===== src/rtl/simple_processor_param.sv =====
`default_nettype none
// =============================================================================
// simple_processor_param: multicycle register-file core with a run/done handshake.
// Optional status flags are enabled by the SIMPLE_PROCESSOR_FLAGS_EN macro.
// Revision: 1.0
// =============================================================================
module simple_processor_param #(
  parameter int DATA_W   = 16,
  parameter int NUM_REGS = 8
) (
  input  logic              clk_50MHz,
  input  logic              reset_n,
  input  logic              run,
  input  logic [15:0]       DIN,
  input  logic [2:0]        dbg_sel,
  output logic [DATA_W-1:0] dbg_data,
  output logic              busy,
  output logic              done
`ifdef SIMPLE_PROCESSOR_FLAGS_EN
  ,
  output logic              flag_z,
  output logic              flag_n,
  output logic              flag_c
`endif
);

  localparam logic [1:0] S_IDLE = 2'd0;
  localparam logic [1:0] S_T1   = 2'd1;
  localparam logic [1:0] S_T2   = 2'd2;
  localparam logic [1:0] S_T3   = 2'd3;

  localparam logic [2:0] OP_MV  = 3'b000;
  localparam logic [2:0] OP_MVT = 3'b001;
  localparam logic [2:0] OP_ADD = 3'b010;
  localparam logic [2:0] OP_SUB = 3'b011;
  localparam logic [2:0] OP_AND = 3'b100;
  localparam logic [2:0] OP_OR  = 3'b101;
  localparam logic [2:0] OP_XOR = 3'b110;
  localparam logic [2:0] OP_NOP = 3'b111;

  logic [1:0]        state_q, state_d;
  logic [15:0]       ir_q, ir_d;
  logic [DATA_W-1:0] a_q, a_d;
  logic [DATA_W-1:0] g_q, g_d;
  logic [DATA_W-1:0] regs_q [NUM_REGS];
  logic [DATA_W-1:0] regs_d [NUM_REGS];

  logic [2:0]        opcode, rx, ry;
  logic              m_imm;
  logic [8:0]        imm9;
  logic              is_alu;
  logic [DATA_W-1:0] rx_val, ry_val, operand, alu_res, wr_data;
  logic              wr_en;

  assign opcode  = ir_q[15:13];
  assign m_imm   = ir_q[12];
  assign rx      = ir_q[11:9];
  assign ry      = ir_q[2:0];
  assign imm9    = ir_q[8:0];
  assign is_alu  = (opcode != OP_MV) && (opcode != OP_MVT) && (opcode != OP_NOP);
  assign operand = m_imm ? {{(DATA_W-9){1'b0}}, imm9} : ry_val;

  // Indices at or above NUM_REGS match no entry, so they read as zero.
  always_comb begin : read_mux
    rx_val   = '0;
    ry_val   = '0;
    dbg_data = '0;
    for (int i = 0; i < NUM_REGS; i++) begin
      if (rx == i[2:0])      rx_val   = regs_q[i];
      if (ry == i[2:0])      ry_val   = regs_q[i];
      if (dbg_sel == i[2:0]) dbg_data = regs_q[i];
    end
  end

  always_comb begin : alu
    case (opcode)
      OP_ADD:  alu_res = a_q + operand;
      OP_SUB:  alu_res = a_q - operand;
      OP_AND:  alu_res = a_q & operand;
      OP_OR:   alu_res = a_q | operand;
      OP_XOR:  alu_res = a_q ^ operand;
      default: alu_res = '0;
    endcase
  end

  always_comb begin : next_state
    state_d = state_q;
    ir_d    = ir_q;
    a_d     = a_q;
    g_d     = g_q;
    wr_en   = 1'b0;
    wr_data = '0;
    case (state_q)
      S_IDLE: begin
        if (run) begin
          ir_d    = DIN;
          state_d = S_T1;
        end
      end
      S_T1: begin
        if (is_alu) begin
          a_d     = rx_val;
          state_d = S_T2;
        end else begin
          wr_en   = (opcode == OP_MV) || (opcode == OP_MVT);
          wr_data = (opcode == OP_MVT) ? {imm9[7:0], {(DATA_W-8){1'b0}}} : operand;
          state_d = S_IDLE;
        end
      end
      S_T2: begin
        g_d     = alu_res;
        state_d = S_T3;
      end
      default: begin
        wr_en   = 1'b1;
        wr_data = g_q;
        state_d = S_IDLE;
      end
    endcase
  end

  always_comb begin : reg_write
    for (int i = 0; i < NUM_REGS; i++) begin
      regs_d[i] = regs_q[i];
      if (wr_en && (rx == i[2:0])) regs_d[i] = wr_data;
    end
  end

  always_ff @(posedge clk_50MHz or negedge reset_n) begin
    if (!reset_n) begin
      state_q <= S_IDLE;
      ir_q    <= '0;
      a_q     <= '0;
      g_q     <= '0;
      for (int i = 0; i < NUM_REGS; i++) regs_q[i] <= '0;
    end else begin
      state_q <= state_d;
      ir_q    <= ir_d;
      a_q     <= a_d;
      g_q     <= g_d;
      for (int i = 0; i < NUM_REGS; i++) regs_q[i] <= regs_d[i];
    end
  end

  assign busy = (state_q != S_IDLE);
  assign done = ((state_q == S_T1) && !is_alu) || (state_q == S_T3);

`ifdef SIMPLE_PROCESSOR_FLAGS_EN
  // Carry is resolved in T2 while A and the operand are still valid, then published in T3.
  logic c_pend_q, c_pend_d;
  logic flag_z_q, flag_z_d;
  logic flag_n_q, flag_n_d;
  logic flag_c_q, flag_c_d;

  always_comb begin : flag_next
    c_pend_d = c_pend_q;
    flag_z_d = flag_z_q;
    flag_n_d = flag_n_q;
    flag_c_d = flag_c_q;
    if (state_q == S_T2) begin
      case (opcode)
        OP_ADD:  c_pend_d = (alu_res < a_q);
        OP_SUB:  c_pend_d = (a_q >= operand);
        default: c_pend_d = 1'b0;
      endcase
    end
    if (state_q == S_T3) begin
      flag_z_d = (g_q == '0);
      flag_n_d = g_q[DATA_W-1];
      flag_c_d = c_pend_q;
    end
  end

  always_ff @(posedge clk_50MHz or negedge reset_n) begin
    if (!reset_n) begin
      c_pend_q <= 1'b0;
      flag_z_q <= 1'b0;
      flag_n_q <= 1'b0;
      flag_c_q <= 1'b0;
    end else begin
      c_pend_q <= c_pend_d;
      flag_z_q <= flag_z_d;
      flag_n_q <= flag_n_d;
      flag_c_q <= flag_c_d;
    end
  end

  assign flag_z = flag_z_q;
  assign flag_n = flag_n_q;
  assign flag_c = flag_c_q;
`endif

endmodule
`default_nettype wire


===== config.mk =====
export PLATFORM = sky130hd
export DESIGN_NAME = simple_processor_param
export DESIGN_NICKNAME = d
export VERILOG_FILES = /design/src/rtl/simple_processor_param.sv
export SDC_FILE = /design/constraint.sdc
export NUM_CORES = 1
export LEC_CHECK = 0
export CORE_ASPECT_RATIO = 0.9
export CORE_MARGIN = 1.5
export CORE_UTILIZATION = 42
export CTS_CLUSTER_DIAMETER = 50
export DETAILED_ROUTE_END_ITERATION = 7
export SLEW_MARGIN = 20
export SYNTH_ARGS = -nofsm -noshare
export SYNTH_HDL_FRONTEND = slang
export SYNTH_SLANG_ARGS = --single-unit

===== constraint.sdc =====
create_clock -name clk_50MHz -period 3.8 [get_ports clk_50MHz]
set_input_delay 0.38 -clock clk_50MHz [delete_from_list [all_inputs] [get_ports clk_50MHz]]
set_output_delay 0.38 -clock clk_50MHz [all_outputs]
set_load 0.02 [all_outputs]

==> flow_summary.json, run 1 <==
{
  "status": "finished with violations",
  "violations": "negative setup slack",
  "synth_commonest_cells": "nand2_1, o21ai_0, dfrtp_1, clkbuf_1, a21oi_1",
  "yosysWarnings": 0,
  "yosysSeqAreaShare_pct": 37.3,
  "arrival_ns": 4.34,
  "synth_fp_nets": 1391,
  "min_period_ns": 3.99,
  "diodes": 0,
  "hold_viol_final": 0,
  "period_share_pct": 105,
  "hold_class": "flop to flop",
  "multiInputGateArea_um2": 7050,
  "intPower_mw": 7.64,
  "clock_path_buffers": 2,
  "synthTopCellsByArea": "dfrtp_1, o21ai_0, mux4_2, nand2_1, ha_1",
  "grt_max_degree": 85,
  "setup_viol": 6,
  "syn-cell-area_um2": 11900,
  "clockPowerShare_pct": 12.6,
  "avgSynthCellArea_um2": 9.06,
  "worst_pin_slew_ns": 0.907,
  "synthCells": 1319,
  "placed_cells": 1780,
  "power_switching_mw": 6.16,
  "finClkSkew_ns": 0.0148,
  "dieHeight_um": 163,
  "yosys_register_bits": 178,
  "slowest_stage": "or4b_4",
  "powerDensity_nw_per_um2": 940,
  "regArea_um2": 4460,
  "wl_per_cell_um": 21.6,
  "final_max_slew_viol_count": 0,
  "synth-edff-count": 0,
  "ant_nets": 0,
  "start_util_pct": 42.7,
  "synth_async_sr_flop_share_pct": 100,
  "grtUsageMet3_pct": 5.95,
  "grt_util_met2_pct": 43.3,
  "cp_max_fo": 6,
  "vias_per_cell": 5.85,
  "synth_area_leader_cell": "dfrtp_1",
  "p_leak_nw": 6.35,
  "slowest_delay_ns": 0.59,
  "route.vias.total": 10800,
  "yosys.cell_count.top_type": "nand2_1",
  "track_usage_pct": 27.8,
  "clk_latency_ns": 0.45,
  "dieArea_um2": 29500,
  "nNetsFinal": 1541,
  "gp_congestion": 0.906,
  "numCtsBuffers": 17,
  "synth_top_area_share_pct": 37.3,
  "whs_ns": 0.483,
  "firstDrtPassIters": 5,
  "place_hpwl_mm": 28.0,
  "setup.worst_path.start_class": "flop",
  "grt_pass1_vias": 10500,
  "cts_root_buf": "clkbuf_16",
  "relSlewSlack_pct": 39.4,
  "rsz0062_at_grt": "yes",
  "drt_iter0_drc": 1045,
  "p_comb_share_pct": 63.1,
  "boundaryPins": 40,
  "dpl-instance-area_um2": 13600,
  "critical_path_class": "flop to flop",
  "ir_worst_vdd_mv": 0.448,
  "design_area_um2": 14700,
  "maxCapViolCount": 0,
  "port_buffers": 39,
  "synth_top_flop_cell": "dfrtp_1",
  "syn_to_final_growth_pct": 22.9,
  "p_seq_share_pct": 24.3,
  "core_area_um2": 27900,
  "swShare_pct": 44.6,
  "grt_pass1_wl_mm": 61.8,
  "cts_tree": "built",
  "setup_slack_ns": -0.194,
  "drc": 0,
  "synth.distinct_cells": 73,
  "path_cells": "buf_6 -> mux4_2 -> nand2_1 -> a21oi_2 -> or4b_4 -> o21ai_2 -> xnor2_1 -> ha_1 -> o21a_1 -> nor2_2 -> a21oi_2 -> a211oi_2 -> nor2b_2 -> o2111ai_2 -> a311oi_2 -> xnor2_1 -> a31o_1",
  "final_util_pct": 52.5,
  "stdcell_count": 1841,
  "met1_usage_pct": 38.5,
  "fillers": 2500,
  "antenna_found_initial": 0,
  "postRouteWirelength_mm": 39.7,
  "clk_pin_slew_ns": 0.08,
  "num_rows": 58,
  "endpoint_kind": "flop",
  "top_usage_layer": "met2",
  "fmax_mhz": 250,
  "die_w_um": 181,
  "htreeDepth": 4,
  "drive_gt1_share_pct": 23.7,
  "cp.required_ns": 4.14,
  "grt-ovfl-total": 0,
  "cts_sinks": 178
}
==> registers in the layout, indices dropped and copies added, names as in the netlist <==
register and cells:
state_q 2, regs_q 128, g_q 16, ir_q 16, a_q 16
==> placed cells by master, fill, tap and decap left out, drive strengths merged, types with 5 or more instances in the layout <==
cell,count
mux2i,54
nand2b,8
a211oi,8
clkbuf,21
o211ai,6
a31oi,5
xnor2,23
nor2b,16
and2,8
nand2,235
nor3,9
clkinv,7
a21oi,67
buf,189
mux4,47
o221ai,17
ha,49
nor2,64
dfrtp,178
nand3,10
clkdlybuf4s50,37
inv,63
a22oi,22
nand3b,5
o21ai,217
a22o,27
a221oi,6
mux2,25
==> routing by layer <==
layer	vias to the layer above	routed length [um]	part of all wire, %
met5	-	0	0
met2	416	17900	45
met4	0	1130	2.9
met1	5292	17800	45
met3	67	2940	7.4
li1	5004	-	-
==> path summary, 6_finish.rpt <==
kind / start / depth (start not counted) / endpoint / slack [ns]
max: ir_q[0] / 17 / g_q[15] / -0.19
min: g_q[4] / 2 / g_q[4] / 0.48
max reg2reg: ir_q[0] / 17 / g_q[15] / -0.19
min reg2reg: g_q[4] / 2 / g_q[4] / 0.48
max in group asynchronous: reset_n / 3 / a_q[12] / 2.33
min in group asynchronous: reset_n / 2 / a_q[14] / 0.52
==> critical path: cells and delay by family, from the launching register on <==
family	cells	cell delay, ns
AND/OR/NAND/NOR	4	0.89
multiplexers	1	0.49
flip-flops	1	0.51
buffers and inverters	1	0.15
XOR/XNOR	2	0.29
adder cells (fa/ha/maj)	1	0.28
AO/OA/AOI/OAI	8	1.28
==> logic make-up after synthesis <==
logic type	Yosys count	share of synthesized area, %
AO/OA/AOI/OAI	408	20.7
XOR/XNOR	25	1.83
adder cells (fa/ha/maj)	50	5.30
buffers and inverters	160	5.68
flip-flops	178	37.3
multiplexers	126	15.7
AND/OR/NAND/NOR	372	13.5
==> what timing repair did <==
item,4_1_cts,5_1_grt
setup buffers,22,6
pin swaps,20,18
gates resized for setup,26,46
cloned,1,0
endpoints found under the setup margin,5,18
hold buffers,1,0
endpoints found under the hold margin,3,0
==> power groups by stage <==
| stage | Combinational, mW | Clock [mW] | Sequential [mW] |
|---|---|---|---|
| CTS | 8.24 | 1.76 | 3.31 |
| global route | 9.48 | 1.84 | 3.43 |
| global placement | 7.58 | 0 | 3.33 |
| floorplan | 5.02 | 0 | 3.02 |
| detailed placement | 7.71 | 0 | 3.34 |
| finish | 8.71 | 1.74 | 3.35 |
==> layout make-up <==
| class | count | area share, % |
|---|---|---|
| clock inverters | 11 | 0.725 |
| well taps | 360 | 3.07 |
| multi-input cells | 981 | 48.0 |
| flip-flops and latches | 178 | 30.4 |
| inverters | 63 | 1.61 |
| repair buffers | 228 | 13.1 |
| clock buffers | 20 | 3.11 |
==> metrics by stage <==
step	power, mW	TNS, ns	setup slack, ns
2_1_floorplan	8.04	0	0.0102
3_3_place_gp	10.9	-0.748	-0.252
3_5_place_dp	11.1	-1.04	-0.314
4_1_cts	13.3	-0.472	-0.165
5_1_grt	14.8	-1.79	-0.338
6_report	13.8	-0.783	-0.194
Power figures use the tool's default switching activity.
==> run 2: changes to the inputs <==
--- a/config.mk
+++ b/config.mk
@@ -10,6 +10,7 @@
 export CORE_UTILIZATION = 42
 export CTS_CLUSTER_DIAMETER = 50
 export DETAILED_ROUTE_END_ITERATION = 7
+export GPL_ROUTABILITY_DRIVEN = 0
 export SLEW_MARGIN = 20
 export SYNTH_ARGS = -nofsm -noshare
 export SYNTH_HDL_FRONTEND = slang
==> flow_summary.json, run 2 (synthesis results as in run 1) <==
{
  "setup_slack_ns": -0.139,
  "hold_viol_final": 0,
  "setup.worst_path.start_class": "flop",
  "syn_to_final_growth_pct": 23.1,
  "grt_pass1_wl_mm": 62.5,
  "dr_wl_met2_mm": 18.0,
  "die_w_um": 181,
  "violations": "design-rule violations, negative setup slack",
  "rsz0062_at_grt": "yes",
  "drc": 60,
  "hold_buffers": 0,
  "htreeDepth": 4,
  "largest_reg_flops": 128,
  "period_share_pct": 104,
  "final_util_pct": 52.6,
  "regArea_um2": 4460,
  "place_hpwl_mm": 27.9,
  "worst_pin_slew_ns": 1.07,
  "nNetsFinal": 1534,
  "fmax_mhz": 254,
  "num_rows": 58,
  "cp.required_ns": 4.14,
  "final_max_slew_viol_count": 0,
  "most-common-layout-cells": "nand2_1, o21ai_0, dfrtp_1, buf_4, nor2_1",
  "core_area_um2": 27900,
  "r2r-start": "ir_q[0]",
  "rrSetupSlack_ns": -0.14,
  "firstDrtPassIters": 8,
  "wl_met3_mm": 2.84,
  "clk_latency_ns": 0.45,
  "numCtsBuffers": 17,
  "postRouteWirelength_mm": 40.1,
  "status": "finished with violations",
  "wl_per_cell_um": 21.8,
  "diodes": 0,
  "port_buffers": 39,
  "maxCapViolCount": 0,
  "vias_per_cell": 5.94,
  "boundaryPins": 40,
  "dieHeight_um": 163,
  "track_usage_pct": 28.1,
  "ant_nets": 0,
  "start_util_pct": 42.7,
  "grt-ovfl-total": 0,
  "setup_viol": 5,
  "grt_max_degree": 103,
  "final_common_cell": "nand2_1",
  "p_leak_nw": 6.36,
  "dieArea_um2": 29500,
  "finClkSkew_ns": 0.0117,
  "highest_layer": "met4",
  "drt-met1-wl_mm": 17.7,
  "endpoint_kind": "flop",
  "drt_iter0_drc": 1145,
  "cts_tree": "built",
  "stdcell_count": 1835,
  "cts_sinks": 178,
  "cts_root_buf": "clkbuf_16",
  "powerDensity_nw_per_um2": 964,
  "arrival_ns": 4.28,
  "ir_worst_vdd_mv": 0.443,
  "clock_path_buffers": 2,
  "critical_path_class": "flop to flop",
  "relSlewSlack_pct": 28.4,
  "antenna_found_initial": 0,
  "clk_pin_slew_ns": 0.07,
  "hold_class": "input pin to async pin",
  "cp_max_fo": 4,
  "regMostFlops": "regs_q",
  "r2r_cells": 17,
  "min_period_ns": 3.94,
  "r2r-end": "g_q[15]",
  "route.vias.total": 10900,
  "multiInputGateArea_um2": 7070,
  "placed_cells": 1780,
  "drive_gt1_share_pct": 23.6,
  "grt_pass1_vias": 10700,
  "fillers": 2500
}
-- run 2: through the flow --
| stage | power (mW) | cell area, um^2 | worst slack (ns) | setup TNS, ns | hold WS, ns |
|---|---|---|---|---|---|
| floorplan | 8.04 | 12000 | 0.0102 | 0 | 0.0844 |
| global placement | 10.9 | 13600 | -0.220 | -0.629 | 0.473 |
| CTS | 13.6 | 14500 | -0.0935 | -0.191 | 0.0826 |
| finish | 14.2 | 14700 | -0.139 | -0.325 | 0.0315 |
| detailed placement | 11.0 | 13600 | -0.257 | -0.942 | 0.486 |
| global route | 15.1 | 14700 | -0.262 | -1.24 | 0.0922 |
-- run 2: repair_timing --
action,4_1_cts,5_1_grt
pin swaps,16,23
endpoints found under the setup margin,6,9
hold endpoints to repair,0,0
resized for setup,39,35
setup buffers,18,7
-- run 2: report_power, final --
part / total [mW] / switching [mW] / internal (mW)
clock network: 1.95 / 0.812 / 1.14
registers: 3.35 / 0.794 / 2.55
logic: 8.87 / 4.63 / 4.24
-- run 2: worst max-delay path, cell delays in order (launching register included) --
cell,delay (ns)
dfrtp_2,0.43
buf_12,0.13
buf_12,0.10
mux4_2,0.52
mux2i_4,0.20
o21ai_1,0.11
a2111o_1,0.34
nor2_2,0.11
a31oi_1,0.10
xnor2_1,0.14
ha_1,0.33
and3_4,0.20
a211oi_4,0.33
nor2b_4,0.08
o2111ai_2,0.22
a311oi_2,0.14
xnor2_1,0.14
a31o_1,0.21
-- run 2: area by class of cell --
type,instances,share of cell area (%)
well taps,360,3.06
repair buffers,221,12.5
flip-flops and latches,178,30.3
multi-input cells,981,48.1
inverters,63,1.61
clock inverters,11,1.20
clock buffers,21,3.13
-- run 2: layer usage --
layer,up-vias,GRT usage (%)
met4,0,12.5
met2,489,43.5
li1,4993,-
met3,85,5.08
met5,-,0
met1,5330,38.6
-- run 2: worst max-delay path by stage --
stage | start | to
2_1_floorplan | ir_q[1] | g_q[14]
3_3_place_gp | ir_q[0] | g_q[15]
3_5_place_dp | ir_q[0] | g_q[15]
4_1_cts | ir_q[1] | g_q[15]
5_1_grt | ir_q[1] | g_q[15]
6_report | ir_q[0] | g_q[15]
==> run 3: changes to the inputs <==
--- a/config.mk
+++ b/config.mk
@@ -11,6 +11,7 @@
 export CTS_CLUSTER_DIAMETER = 50
 export DETAILED_ROUTE_END_ITERATION = 7
 export GPL_ROUTABILITY_DRIVEN = 0
+export SKIP_CTS_REPAIR_TIMING = 1
 export SLEW_MARGIN = 20
 export SYNTH_ARGS = -nofsm -noshare
 export SYNTH_HDL_FRONTEND = slang
==> flow_summary.json, run 3 (synthesis results as in run 1) <==
{
  "die_w_um": 181,
  "worst_pin_slew_ns": 1.09,
  "maxCapViolCount": 0,
  "track_usage_pct": 27.7,
  "firstDrtPassIters": 6,
  "rrSetupSlack_ns": -0.21,
  "cts_sinks": 178,
  "cp_max_fo": 12,
  "finClkSkew_ns": 0.0114,
  "r2r-start": "ir_q[1]",
  "min_period_ns": 4.01,
  "clock_path_buffers": 2,
  "start_util_pct": 42.7,
  "final_common_cell": "nand2_1",
  "hold_viol_final": 0,
  "route.vias.total": 10900,
  "period_share_pct": 105,
  "drt_iter0_drc": 1161,
  "rsz0062_at_grt": "yes",
  "setup_viol": 5,
  "cp.required_ns": 4.14,
  "postRouteWirelength_mm": 39.8,
  "final_max_slew_viol_count": 0,
  "setup.worst_path.start_class": "flop",
  "grt-ovfl-total": 0,
  "stdcell_count": 1821,
  "regMostFlops": "regs_q",
  "endpoint_kind": "flop",
  "most-common-layout-cells": "nand2_1, o21ai_0, dfrtp_1, buf_4, nor2_1",
  "htreeDepth": 4,
  "diodes": 0,
  "boundaryPins": 40,
  "placed_cells": 1780,
  "drc": 0,
  "vias_per_cell": 5.96,
  "num_rows": 58,
  "nNetsFinal": 1520,
  "ir_worst_vdd_mv": 0.442,
  "relSlewSlack_pct": 27.2,
  "critical_path_class": "flop to flop",
  "largest_reg_flops": 128,
  "numCtsBuffers": 17,
  "grt_pass1_wl_mm": 61.6,
  "fmax_mhz": 250,
  "syn_to_final_growth_pct": 21.3,
  "hold_class": "input pin to async pin",
  "arrival_ns": 4.35,
  "dieHeight_um": 163,
  "dieArea_um2": 29500,
  "place_hpwl_mm": 27.9,
  "r2r_cells": 17,
  "wl_per_cell_um": 21.9,
  "powerDensity_nw_per_um2": 943,
  "drive_gt1_share_pct": 21.9,
  "setup_slack_ns": -0.207,
  "cts_root_buf": "clkbuf_16",
  "finalPower_mw": 13.7,
  "clk_pin_slew_ns": 0.07,
  "antenna_found_initial": 0,
  "r2r-end": "g_q[15]",
  "grt_pass1_vias": 10500,
  "p_leak_nw": 6.27,
  "core_area_um2": 27900,
  "clk_latency_ns": 0.45,
  "ant_nets": 0,
  "violations": "negative setup slack",
  "grt_max_degree": 103,
  "cts_tree": "built",
  "status": "finished with violations",
  "port_buffers": 39
}
[run 3: worst max-delay path by stage]
stage                       start       to
final                     ir_q[1]  g_q[15]
after global routing      ir_q[1]  g_q[15]
after CTS                 ir_q[0]  g_q[15]
after detailed placement  ir_q[0]  g_q[15]
after global placement    ir_q[0]  g_q[15]
after floorplan           ir_q[1]  g_q[14]
[run 3: where the power goes]
group | switching (mW) | internal [mW] | leakage (nW)
Clock | 0.804 | 1.14 | 0.297
Combinational | 4.44 | 3.92 | 3.56
Sequential | 0.802 | 2.55 | 2.41
[run 3: routing by layer]
metal / global-route usage (%) / up-vias / wire, um / share of wire (%)
met4: 12.1 / 0 / 1420 / 3.6
met1: 38.2 / 5340 / 17700 / 44
met5: 0 / - / 0 / 0
met3: 5.32 / 79 / 2770 / 7.0
met2: 42.5 / 468 / 17900 / 45
li1: - / 4965 / - / -
[run 3: metrics by stage]
step           hold slack, ns  util [%]  setup TNS, ns  worst slack (ns)  area, um^2
3_3_place_gp            0.473      48.6         -0.629            -0.220       13600
5_1_grt                0.0930      51.9          -1.57            -0.355       14500
3_5_place_dp            0.486      48.6         -0.942            -0.257       13600
2_1_floorplan          0.0844         -              0            0.0102       12000
4_1_cts                0.0826      50.9          -1.04            -0.282       14200
6_report               0.0401      51.9         -0.651            -0.207       14500
[run 3: worst max-delay path, stage by stage, from the launching register on]
cell	delay (ns)
dfrtp_2	0.44
buf_12	0.16
buf_12	0.13
mux2_1	0.31
a22oi_1	0.18
o21ai_0	0.11
buf_4	0.15
o31a_1	0.30
buf_4	0.17
nor4_4	0.44
nor2_1	0.10
xnor2_1	0.15
ha_1	0.32
nor2b_4	0.16
o2111ai_2	0.16
a311oi_2	0.32
xnor2_1	0.09
a31o_1	0.21
[run 3: layout make-up]
| cell class | instances | area [um^2] |
|---|---|---|
| clock buffers | 21 | 460 |
| clock inverters | 11 | 176 |
| fillers | 2517 | 13400 |
| inverters | 63 | 236 |
| multi-input cells | 981 | 7000 |
| flip-flops and latches | 178 | 4460 |
| well taps | 360 | 450 |
| repair buffers | 207 | 1710 |
==> RTL change 1, RTL diff (config.mk and constraints of run 2) <==
Take the reset off `a_q` and load it in a clocked block of its own.
--- a/src/rtl/simple_processor_param.sv
+++ b/src/rtl/simple_processor_param.sv
@@ -132,3 +132,2 @@
       ir_q    <= '0;
-      a_q     <= '0;
       g_q     <= '0;
@@ -138,3 +137,2 @@
       ir_q    <= ir_d;
-      a_q     <= a_d;
       g_q     <= g_d;
@@ -142,2 +140,6 @@
     end
+  end
+
+  always_ff @(posedge clk_50MHz) begin
+    a_q <= a_d;
   end
Formal check against the unedited RTL: no difference found for any inputs over 4 cycles, from zero or initial values and one cycle with reset_n low; that may be too few to reach the edited logic, so the function may still have changed.
==> RTL change 1 against run 2 <==
- the run ends with negative setup slack left
- combinational power is 12% higher
- synthesized cell count down 2.4%
- area after synthesis shrank 2.2%
- worst setup slack gained 0.015 ns
- wire length down 1.2%
- design area is 2.8% lower
- power up 7.7%
- count of clock-buffer cells in the layout down 4
- sequential cell count stayed put
- critical endpoint is now g_q[11]
- largest cell class unchanged
- largest power group unchanged
- highest routed layer unchanged
==> RTL change 1: results (changes against run 2) <==
INFO  metric largest-register = regs_q
INFO  metric synth.top_cells.by_count = 237 x sky130_fd_sc_hd__nand2_1, 202 x sky130_fd_sc_hd__o21ai_0, 162 x sky130_fd_sc_hd__dfrtp_1, 73 x sky130_fd_sc_hd__clkbuf_1, 59 x sky130_fd_sc_hd__a21oi_1
INFO  metric status = finished with violations
INFO  metric sequential_cell_area_fraction_in_the_yosys_report = 0.388 (+0.0152)
INFO  metric postSynthAreaPerCell = 9.08 sq um (+0.25%)
INFO  metric post_route_cells_drive_above_1_share = 0.222 (-0.0143)
INFO  metric first_pass_iters = 7 (-1)
INFO  metric grtUsageMet3 = 0.0687 (+0.0180)
INFO  metric grt_first_pass_wirelength = 61100 um (-2.3%)
INFO  metric number_of_vias_after_detailed_routing = 10600 (-2.6%)
INFO  metric final.setup_skew = 0.0239 ns (+0.0122 ns)
INFO  metric synthArstFlopShare = 0.910 (-0.0899)
INFO  metric synth_nets = 1359 (-2.3%)
INFO  metric synthDistinctLibCells = 67 (-8.2%)
INFO  metric number_of_global_route_vias_before_repair = 10200 (-4.5%)
INFO  metric final_setup_violating_endpoints = 7 (+2)
INFO  metric worst_slew_pin_slew = 1.02 ns (-0.0525 ns)
INFO  metric largest_voltage_drop_on_the_vdd_net = 0.624 mV (+41%)
INFO  metric detail_route.iter0.violations = 1106 (-3.4%)
INFO  metric met2_usage = 0.417 (-0.0172)
INFO  metric post-place-cells = 1734 (-2.6%)
INFO  metric layout_setup_ws = -0.124 ns (+0.0147 ns)
INFO  metric dp.final_hpwl = 28000 um (+0.26%)
INFO  metric worstPathMaxFanout = 8 (+4)
INFO  metric filler_cell_count = 2487 (-0.52%)
INFO  metric final_cells = 1793 (-2.3%)
INFO  metric crit_path_top_delay_cell = sky130_fd_sc_hd__dfrtp_2
INFO  metric count_of_flip_flops_with_a_built_in_enable_after_synthesis = 16 (+16)
INFO  metric p_leak = 6.15 nW (-3.3%)
INFO  metric cts.clk_slew.worst_paths = 0.09 ns (+0.02 ns)
INFO  metric grt_use_total = 0.282 (+0.00159)
INFO  metric finish.net_count = 1498 (-2.3%)
INFO  metric grt_max_degree = 93 (-9.7%)
INFO  metric cp_data_arrival_time = 4.25 ns (-0.03 ns)
INFO  metric wire_per_inst = 22.1 um (+1.1%)
INFO  metric number_of_buffers_created_by_cts = 17 (unchanged)
INFO  metric violations = negative setup slack
RTL change 1: logic make-up (layout without fill, tap and decap cells):
logic type,count (synthesis),count (layout),share of synthesized area
mux,110,110,0.141
fa+ha+maj,50,50,0.0542
xor+xnor,27,27,0.0202
simple gates,366,366,0.136
buf+inv,147,299,0.0505
flops,178,178,0.388
compound gates,409,409,0.210
RTL change 1: final timing paths:
kind / to / slack (ns) / cells past startpoint
worst max register to register: g_q[11] / -0.12 / 17
worst max-delay path: g_q[11] / -0.12 / 17
worst min-delay path: regs_q[107] / 0.28 / 2
min in group clk_50MHz: ir_q[9] / 0.49 / 3
worst min register to register: g_q[2] / 0.51 / 2
max in group asynchronous: state_q[0] / 2.44 / 3
RTL change 1: report_power, final:
group / total [mW] / internal, mW / switching (mW)
combinational: 9.91 / 4.70 / 5.20
clock: 1.80 / 0.883 / 0.920
sequential: 3.55 / 2.66 / 0.890
RTL change 1: layout make-up:
class	instances	area share
inverters	56	0.0147
clock inverters	15	0.0118
repair buffers	211	0.124
clock buffers	17	0.0298
flip-flops and latches	178	0.318
multi-input cells	962	0.471
well taps	354	0.0310
RTL change 1: repair_timing:
| action | CTS | global route |
|---|---|---|
| endpoints found under the hold margin | 6 | 0 |
| cloned | 1 | 0 |
| setup endpoints to repair | 7 | 11 |
| buffers inserted | 17 | 8 |
| pin swaps | 21 | 16 |
| hold buffers | 1 | 0 |
| resized for setup | 26 | 29 |
RTL change 1: through the flow:
step	setup TNS, ns	hold WS [ns]	util	setup WS, ns	cell area (sq um)
6_report	-0.629	0.276	0.526	-0.124	14300
4_1_cts	-0.459	0.267	0.520	-0.193	14100
3_5_place_dp	-1.42	0.185	0.489	-0.317	13300
5_1_grt	-2.36	0.278	0.526	-0.392	14300
3_3_place_gp	-0.855	0.186	0.489	-0.203	13300
2_1_floorplan	0	0.0844	-	0.00705	11700
RTL change 1: layer usage:
metal  vias to the layer above  wire [um]
li1                       4889          -
met3                        67       3480
met5                         -          0
met1                      5168      18000
met2                       495      17300
met4                         0        867
==> RTL change 2, RTL diff (config.mk and constraints of run 2) <==
Without the edit above. `DATA_W`: 16 -> 14.
--- a/src/rtl/simple_processor_param.sv
+++ b/src/rtl/simple_processor_param.sv
@@ -7,3 +7,3 @@
 module simple_processor_param #(
-  parameter int DATA_W   = 16,
+  parameter int DATA_W   = 14,
   parameter int NUM_REGS = 8
Interface: changed (resized dbg_data); port bits go from 40 to 38. No check against the original RTL was run, so the function may have changed too.
==> RTL change 2 against run 2 <==
- the flow finishes with violations (negative hold slack, negative setup slack)
- power shrank 13%
- worst setup slack lost 0.10 ns
- design area shrank 13%
- utilization shrank 0.077 points
- global-route usage grew 0.35 points
- wire length shrank 11%
- area after synthesis shrank 12%
- fmax shrank 2.5%
- sequential cell count shrank 20
- critical endpoint is now g_q[12]
- largest power group unchanged
==> RTL change 2: results (changes against run 2) <==
INFO  metric dp.final_hpwl = 25700 um (-7.9%)
INFO  metric holdWs = -0.0242 ns (-0.0557 ns)
INFO  metric largest_voltage_drop_on_the_vdd_net = 0.397 mV (-10%)
INFO  metric post_synth_main_area_contributors = sky130_fd_sc_hd__dfrtp_1 38%, sky130_fd_sc_hd__o21ai_0 9.9%, sky130_fd_sc_hd__nand2_1 8.3%, sky130_fd_sc_hd__mux4_2 7.1%, sky130_fd_sc_hd__ha_1 5.1%
INFO  metric synth_compound_gate_area_share = 0.207 (+0.000714)
INFO  metric final-clk-cell-share = 0.0468 (+0.00345)
INFO  metric numClockSinks = 158 (-11%)
INFO  metric timing.critical_path.from_type = flop
INFO  metric number_of_global_route_vias_before_repair = 9517 (-11%)
INFO  metric layout_setup_ws = -0.240 ns (-0.101 ns)
INFO  metric timing.setup.tns = -0.833 ns (-0.508 ns)
INFO  metric detail_route.iter0.violations = 836 (-27%)
INFO  metric numPortBuffers = 37 (-5.1%)
INFO  metric status = finished with violations
INFO  metric multi_input_area = 0.00615 sq mm (-13%)
INFO  metric seq_share = 0.309 (+0.00549)
INFO  metric placement.setup.worst_slack = -0.339 ns (-0.0827 ns)
INFO  metric buffer_area_frac = 0.117 (-0.00833)
INFO  metric synth_fa_ha_area_frac = 0.0533 (+0.000311)
INFO  metric violations = negative hold slack, negative setup slack
INFO  metric placedInstanceArea = 0.0120 sq mm (-12%)
INFO  metric p_clk = 1.80 mW (-8%)
INFO  metric final_area = 0.0128 sq mm (-13%)
INFO  metric n_clock_buffer = 19 (-9.5%)
INFO  metric final.setup_skew = 0.0126 ns (+0.000960 ns)
INFO  metric filler_cell_count = 2303 (-7.9%)
INFO  metric grt_use_total = 0.284 (+0.00350)
INFO  metric cp_data_arrival_time = 4.35 ns (+0.07 ns)
INFO  metric synthDistinctLibCells = 62 (-15%)
INFO  metric internal-power = 6.80 mW (-14%)
INFO  metric pwr.group.sequential = 3.05 mW (-9.0%)
INFO  metric cp_slowest_stage_delay = approximately 0.5 ns
INFO  metric wire_per_inst = 21.6 um (-1.3%)
INFO  metric final_setup_violating_endpoints = 5 (unchanged)
INFO  metric finalHoldViolations = 4 (+4)
INFO  metric worst_slew_pin_slew = 0.967 ns (-0.107 ns)
INFO  metric multi_input_gates = 906 (-7.6%)
INFO  metric synth.top_cells.by_count = 232 x sky130_fd_sc_hd__nand2_1, 207 x sky130_fd_sc_hd__o21ai_0, 158 x sky130_fd_sc_hd__dfrtp_1, 62 x sky130_fd_sc_hd__clkbuf_1, 62 x sky130_fd_sc_hd__nor2_1
INFO  metric synth_nets = 1260 (-9.4%)
INFO  metric nNonClkInverters = 50 (-21%)
INFO  metric routed_via_density = 5.85 (-1.4%)
INFO  metric critical_path.reg2reg.endpoint = g_q[12]
INFO  metric finish.net_count = 1380 (-10%)
INFO  metric synth.area.mux_share = 0.139 (-0.0182)
INFO  metric p_leak = 5.66 nW (-11%)
INFO  metric layout.non_clock_buffers = 181 (-18%)
INFO  metric grt_max_degree = 83 (-19%)
RTL change 2: cell types whose count changed in the layout (fill, tap and decap cells not counted), sizes merged, moves of 8 or more:
cell,change
dfrtp,-20
buf,-38
inv,-11
mux4,-12
o21ai,-9
a21oi,-16
mux2,-8
a22o,-15
RTL change 2: metrics by stage:
step | total power [mW] | instances
5_1_grt | 13.2 | 1663
4_1_cts | 12.0 | 1658
3_3_place_gp | 9.90 | 1623
6_report | 12.4 | 1663
2_1_floorplan | 7.22 | 1194
3_5_place_dp | 10.0 | 1623
RTL change 2: layer usage:
metal  vias up  GRT usage  part of all wire  routed length, um
met5         -          0                 0                  0
met1      4741      0.392              0.44              15900
met2       436      0.434              0.44              15900
li1       4486          -                 -                  -
met3        71     0.0732             0.087               3130
met4         0     0.0973             0.028                997
RTL change 2: what timing repair did:
item,4_1_cts,5_1_grt
gates resized for setup,16,18
endpoints found under the setup margin,6,8
hold endpoints to repair,0,0
pin swaps,5,10
setup buffers,3,6
